`src/rtl/shift_pkg.sv`:
```
// shift_pkg: opcode encoding, default width and result-register states shared by shift_arb.
package shift_pkg;
   typedef enum logic [1:0] {
      SHIFT_SLL  = 2'b00,
      SHIFT_SRL  = 2'b01,
      SHIFT_RSVD = 2'b10,
      SHIFT_SRA  = 2'b11
   } shift_op_e;
   localparam int SHIFT_WIDTH = 32;
   localparam logic [0:0] EMPTY = 1'b0;
   localparam logic [0:0] FULL  = 1'b1;
endpackage

```
`src/rtl/shift_rr_arb.sv`:
```
// shift_rr_arb: two-way arbiter; on a tie the requester other than last_grant wins when enabled, else requester 0.
module shift_rr_arb (
   input  logic [1:0] valid,
   input  logic       last_grant,
   input  logic       enable,
   output logic [1:0] grant
);
   always_comb grant = (valid == 2'b11) ? ((enable & ~last_grant) ? 2'b10 : 2'b01) : valid;
endmodule

```
`src/rtl/shift_arb.sv`:
```
// shift_arb: two requesters share one shift datapath through a single-entry result register.
// Define SHIFT_ARB_RR_EN for round-robin tie breaking; default is fixed priority to requester 0.
module shift_arb
   import shift_pkg::*;
#(
   parameter int WIDTH = SHIFT_WIDTH
) (
   input  logic                 clk,
   input  logic                 reset_n,
   input  logic [1:0]           req_valid,
   output logic [1:0]           req_ready,
   input  logic [3:0]           req_op,
   input  logic [2*WIDTH-1:0]   req_a,
   input  logic [2*WIDTH-1:0]   req_b,
   output logic                 resp_valid,
   input  logic                 resp_ready,
   output logic [WIDTH-1:0]     resp_data,
   output logic                 resp_id,
   output logic                 resp_err
);
`ifdef SHIFT_ARB_RR_EN
   localparam logic RR_EN = 1'b1;
`else
   localparam logic RR_EN = 1'b0;
`endif
   logic [0:0]              state;
   logic                    last_grant, can_accept, accept, sel, big;
   logic [1:0]              grant;
   shift_op_e               op;
   logic [WIDTH-1:0]        a, b, res;
   logic signed [WIDTH-1:0] sra;

   shift_rr_arb u_arb (
      .valid      (req_valid),
      .last_grant (last_grant),
      .enable     (RR_EN),
      .grant      (grant)
   );

   assign resp_valid = state == FULL;
   assign can_accept = (state == EMPTY) | (resp_valid & resp_ready);
   // Gate with reset_n so nothing looks acceptable while reset is held.
   assign req_ready  = grant & {2{can_accept & reset_n}};
   assign accept     = |(req_valid & req_ready);
   assign sel        = req_ready[1];
   assign a          = sel ? req_a[WIDTH +: WIDTH] : req_a[0 +: WIDTH];
   assign b          = sel ? req_b[WIDTH +: WIDTH] : req_b[0 +: WIDTH];
   assign op         = shift_op_e'(sel ? req_op[3:2] : req_op[1:0]);
   assign big        = b >= WIDTH'(WIDTH);
   assign sra        = $signed(a) >>> b;

   always_comb
      res = (op == SHIFT_SLL) ? (big ? '0 : a << b) :
            (op == SHIFT_SRL) ? (big ? '0 : a >> b) :
            (op == SHIFT_SRA) ? (big ? {WIDTH{a[WIDTH-1]}} : sra) : '0;

   always_ff @(posedge clk or negedge reset_n)
      if (!reset_n) begin
         state      <= EMPTY;
         resp_data  <= '0;
         resp_id    <= 1'b0;
         resp_err   <= 1'b0;
         last_grant <= 1'b1;
      end else if (accept) begin
         state      <= FULL;
         resp_data  <= res;
         resp_id    <= sel;
         resp_err   <= op == SHIFT_RSVD;
         last_grant <= sel;
      end else if (resp_valid & resp_ready) begin
         state      <= EMPTY;
      end
endmodule

```
`config.mk`:
```
export PLATFORM = sky130hd
export DESIGN_NAME = shift_arb
export DESIGN_NICKNAME = d
export VERILOG_FILES = /design/src/rtl/shift_pkg.sv /design/src/rtl/shift_rr_arb.sv /design/src/rtl/shift_arb.sv
export SDC_FILE = /design/constraint.sdc
export NUM_CORES = 1
export LEC_CHECK = 0
export ABC_AREA = 0
export ABC_CLOCK_PERIOD_IN_PS = 5400
export BUFFER_PORTS_ARGS = -buffer_cell sky130_fd_sc_hd__buf_4
export CORE_MARGIN = 4
export CORE_UTILIZATION = 50
export CTS_BUF_LIST = sky130_fd_sc_hd__clkbuf_4 sky130_fd_sc_hd__clkbuf_8
export DETAILED_ROUTE_END_ITERATION = 12
export GPL_ROUTABILITY_DRIVEN = 0
export HOLD_SLACK_MARGIN = 0.1
export PLACE_DENSITY_LB_ADDON = 0.05
export RECOVER_POWER = 25
export SETUP_SLACK_MARGIN = 0.5
export SYNTH_ARGS = -nofsm -noshare
export SYNTH_HDL_FRONTEND = slang
export SYNTH_SLANG_ARGS = --single-unit
```
`constraint.sdc`:
```
create_clock -name clk -period 5.4 [get_ports clk]
set_input_delay 1.08 -clock clk [delete_from_list [all_inputs] [get_ports clk]]
set_output_delay 1.08 -clock clk [all_outputs]
set_load 0.01 [all_outputs]
```
# Word level (Yosys, flattened, before mapping)
# Cells that the tools add are included.
[op_classes]
reduce_logical = 3
n_bitwise = 6
eq_ne = 4
n_mux = 12
order_cmp = 1
shift = 3
[op_table]
columns = ["operator", "count"]
rows = [
  ["32-bit two-way mux", 8],
  ["32-bit by 6-bit greater-or-equal comparator with 1-bit output (second input constant)", 1],
  ["32-bit by 32-bit left shift with 32-bit output", 1],
  ["32-bit by 32-bit >> shifter with 32-bit output", 1],
  ["32-bit by 32-bit >>> shifter with 32-bit output", 1],
  ["2-bit == test (second input constant)", 3],
  ["2-bit AND", 2],
  ["2-bit two-way mux", 2],
  ["1-bit AND", 2],
  ["2-bit by 1-bit == test with 1-bit output (second input constant)", 1],
  ["2-bit logical NOT", 1],
  ["1-bit two-way mux", 2],
  ["2-bit nonzero test", 1],
  ["2-bit OR reduction", 1],
  ["1-bit inverter", 1],
  ["1-bit OR", 1],
]
[totals]
wordCells = 33
ff_bits = 35
out_inout_bits = 37
input_bits = 137

# Logic depth before layout (Yosys ltp)
[depth]
ltp_word = 10
depth_mapped = 13
ltp_nobuf = 9

# Hierarchy
# From an unflattened synthesis, not the netlist that was laid out.
[unflattened]
hier_cells = 1135
area_unflattened_um2 = 8321.7
[modules_own_cells]
columns = ["mod", "area_each_um2", "seq_area_each_um2", "cells_each", "instances"]
rows = [
  ["shift_arb", 8291.7, 902.1, 1131, 1],
  ["shift_rr_arb", 30.0, 0.0, 4, 1],
]

# Worst setup path after synthesis
# No wires, ideal clock.
[synth_timing]
path_kind = "input port to output port"
from = "input resp_ready"
to = "output req_ready[1]"
t_arrival_ps = 2258
required_ps = 4320
cell_stages = 7
path_buffers = 4
path_slack_ps = 2062
path_cell_list = "nand2b_1 > nand3_4 > inv_2 > buf_4 > buf_4 > buf_2 > buf_2"
[synth_via]
elab_chain_cells = 4
[synth_rtl]
columns = ["item", "line_no", "text"]
rows = [
  ["start, declared", "shift_arb.sv:16", "input logic resp_ready,"],
  ["1-bit AND", "shift_arb.sv:41", "assign can_accept = (state == EMPTY) | (resp_valid & resp_ready);"],
  ["1-bit OR", "shift_arb.sv:41", ""],
  ["1-bit AND", "shift_arb.sv:43", "assign req_ready = grant & {2{can_accept & reset_n}};"],
  ["2-bit AND", "shift_arb.sv:43", ""],
  ["end, declared", "shift_arb.sv:11", "output logic [1:0] req_ready,"],
]
# No other way between the ends.

# Worst setup path in the final report
[layout_timing]
from = "input req_b[33]"
to = "register resp_data[24]"
[layout_via]
elab_chain_cells = 6
elab_cells_between_ends = 11
classes_between = "1 x order compare; 3 x shift; 7 x mux"
[layout_rtl]
columns = ["item", "line_no", "text"]
rows = [
  ["start, declared", "shift_arb.sv:14", "input logic [2*WIDTH-1:0] req_b,"],
  ["32-bit two-way mux *", "shift_arb.sv:47", "assign b = sel ? req_b[WIDTH +: WIDTH] : req_b[0 +: WIDTH];"],
  ["32-bit by 6-bit greater-or-equal comparator with 1-bit output or 32-bit by 32-bit >>> shifter with 32-bit output (tied branches)", "shift_arb.sv:49, shift_arb.sv:50", ""],
  ["32-bit two-way mux (2 in a row)", "shift_arb.sv:55", "(op == SHIFT_SRA) ? (big ? {WIDTH{a[WIDTH-1]}} : sra) : '0;"],
  ["32-bit two-way mux", "shift_arb.sv:54", "(op == SHIFT_SRL) ? (big ? '0 : a >> b) :"],
  ["32-bit two-way mux *", "shift_arb.sv:53", "res = (op == SHIFT_SLL) ? (big ? '0 : a << b) :"],
  ["end signal, assigned", "shift_arb.sv:66", "resp_data <= res;"],
  ["end, declared", "shift_arb.sv:17", "output logic [WIDTH-1:0] resp_data,"],
]
# Every way passes the cells marked *; elsewhere a longest branch is shown, timed or not.
# A chain may end at the register's enable or synchronous reset.

==> flow_summary.yaml <==
clocking:
  clock_sinks: 35
  post_cts.repair.setup_buffers: 0
  cts_tree: "yes"
  cts_buffers: 5
  holdBufCountCts: 0
  clkLatencyLatePin_ps: 310
  ctsResizeCount: 0
  path_clk_slew_ps: 70
  cts_buffer_depth: 2
  htreeDepth: 2
  root_buffer: "clkbuf_8"
layout:
  areaGrowthSynthToFinish_pct: 14.69
  finalInstanceArea_sq_um: 11050
  diodes: 0
  finalNonFillerCells: 1463
  final_common_cell: "buf_4"
  nNetsFinal: 1340
  layout-drive-gt1-share_pct: 35.33
  fill_cells: 1769
  layout_common_cells: "buf_4 (206), nor2_1 (115), mux2i_1 (101)"
critical_path:
  critPathMostFrequentCell: "a21oi_1"
  start_kind: "input pin"
  worst-path-max-fanout: 60
  slowest_delay_ps: 780
  end_kind: "flop"
  cp_cell_sequence: "buf_4, nand4_1, and2_0, nand3_1, a21oi_1, o211a_1, a2111oi_0, a21oi_1"
  cp.arrival_ps: 4700
  worst-setup-path-type: "input pin to flop"
  cp.required_ps: 5550
  critPathSlowestCell: "and2_0"
yosys:
  syn_area_sq_um: 9635
  synthFlopType: "dfrtp_1"
  yosys.area.top_type: "mux4_2"
  synth_cells: 1090
  yosysUniqueCellTypes: 99
  synth_top_cell_area_share_pct: 21.97
  syn_avg_cell_area_sq_um: 8.840
  ys_seq_area_share_pct: 9.090
  synth-seq-cells: 35
  synth_edf_count: 0
  synthTopCellsByArea: "mux4_2 (22%), mux2i_1 (11%), dfrtp_1 (9.1%)"
  syn-num-nets: 1227
  ys_warn_count: 0
  ys_async_sr_fraction_pct: 100.0
floorplanning:
  io_pins: 174
  initial_core_util_pct: 51.17
  die-area_sq_um: 21560
  die_h_um: 146.8
  rows: 50
  dieWidth_um: 146.8
  core_sq_um: 18830
power:
  finalPower_mw: 1.658
  power_density_nw_per_um2: 150.0
  p_leak_nw: 4.331
  irDropWorstVdd_v: 0.00008747
run_status:
  violations: "capacitance limit, slew limit"
  status: "complete, but fails checks"
grt:
  antenna_found_initial: 0
  grt_pass1_vias: 10340
  overflow: 0
  grt_pass1_wl_mm: 63.92
  grt_max_degree: 61
  grt_usage_pct: 38.04
sta:
  slew_violations: 37
  fin_crit_sh_pct: 84.25
  rsz0062_at_grt: "false"
  hold_viol: 0
  timing.slew.headroom_pct: -30.60
  worst_pin_slew_ps: 1959
  setup_viol_count_final: 0
  setup_tns_ps: 0
  finClkSkew_ps: 13.89
  fmax_mhz: 219.8
  fin_crit_ps: 4550
  fin_ws_ps: 850.3
place:
  port_buffers: 173
  place_area_sq_um: 10950
  dp_hpwl_mm: 32.84
  placedCellCount: 1456
  place_ws_ps: 971.8
routing:
  wire_per_inst_um: 29.07
  via_per_inst: 7.549
  drt_iter0_drc: 1931
  ant_nets: 0
  drc: 0
  dr_total_vias: 11040
  wirelength_mm: 42.53
  drt_first_pass_iters: 7
job:
  cap_violations: 1
worst_hold_path:
  holdCritPathClass: "flop to flop"
-- power breakdown --
part / internal, mW / switching (mW)
combinational: 0.458 / 0.620
clock: 0.140 / 0.104
sequential: 0.309 / 0.0276
-- cell usage after synthesis, types with 4 or more instances --
master / number
mux4_2: 94
o32a_1: 7
nor2_1: 115
nand2_1: 93
nor4_2: 6
o211a_1: 5
a311oi_1: 5
mux2_2: 55
o22ai_1: 14
o31ai_1: 11
a21o_1: 5
mux2i_1: 102
o22a_1: 6
inv_2: 4
or3_1: 9
clkbuf_1: 14
buf_4: 11
o21ai_0: 45
a22oi_1: 4
inv_1: 6
and2_1: 5
buf_1: 7
a21oi_1: 53
mux4_1: 4
nor3_1: 26
a31oi_1: 30
o221a_2: 4
nand2b_1: 9
nand3b_1: 5
a31o_2: 6
and3_1: 12
dfrtp_1: 35
a211oi_1: 21
o21ai_1: 9
nand4_1: 8
a211o_1: 4
nor4_1: 16
o211ai_1: 23
buf_6: 14
nand3_1: 27
o2bb2ai_1: 5
buf_2: 55
o221ai_1: 5
o311ai_0: 7
-- worst paths after layout --
kind / slack (ps) / start / end / cells past startpoint
max: 850 / req_b[33] / resp_data[24] / 8
min: 510 / resp_data[23] / resp_data[23] / 1
max reg2reg: 1630 / resp_valid / resp_data[24] / 9
min reg2reg: 510 / resp_data[23] / resp_data[23] / 1
max in group asynchronous: 2700 / reset_n / resp_data[1] / 2
min in group asynchronous: 1550 / reset_n / resp_valid / 2
-- cell families (layout without fill, tap and decap cells) --
kind of cell,count (synthesis),after routing,synth area share (%)
AND/OR/NAND/NOR,366,366,19.57
buffers and inverters,113,226,6.804
flip-flops,35,35,9.090
multiplexers,257,257,40.38
AO/OA/AOI/OAI,319,319,24.15
-- routing by layer --
metal  track usage [%]  part of all wire [%]
met5                 0                     0
met4             24.51                   8.5
met3             9.254                    13
met2             56.72                    43
met1             49.36                    35
-- final cells by class --
| class | instances | area, sq um | area share (%) |
|---|---|---|---|
| multi-input cells | 942 | 8132 | 73.58 |
| repair buffers | 208 | 1570 | 14.21 |
| flip-flops and latches | 35 | 875.8 | 7.926 |
| well taps | 260 | 325.3 | 2.944 |
| clock buffers | 6 | 76.32 | 0.6907 |
| inverters | 11 | 41.29 | 0.3736 |
| clock inverters | 1 | 30.03 | 0.2717 |
-- metrics by stage --
| stage | utilization, % | hold WS, ps |
|---|---|---|
| floorplan | - | 522.9 |
| global placement | 58.14 | 494.9 |
| detailed placement | 58.14 | 497.0 |
| CTS | 58.70 | 516.5 |
| global route | 58.68 | 533.9 |
| finish | 58.68 | 512.7 |
-- sequential cells by signal, indices dropped and copies added (netlist names) --
signal and count:
resp_err 1, resp_id 1, resp_data 32, resp_valid 1
-- critical path: cells and delay by family --
family                 cells  cell delay [ps]
buffers and inverters      1              590
AO/OA/AOI/OAI              4             1310
AND/OR/NAND/NOR            3             1680
Power figures use the tool's default switching activity.
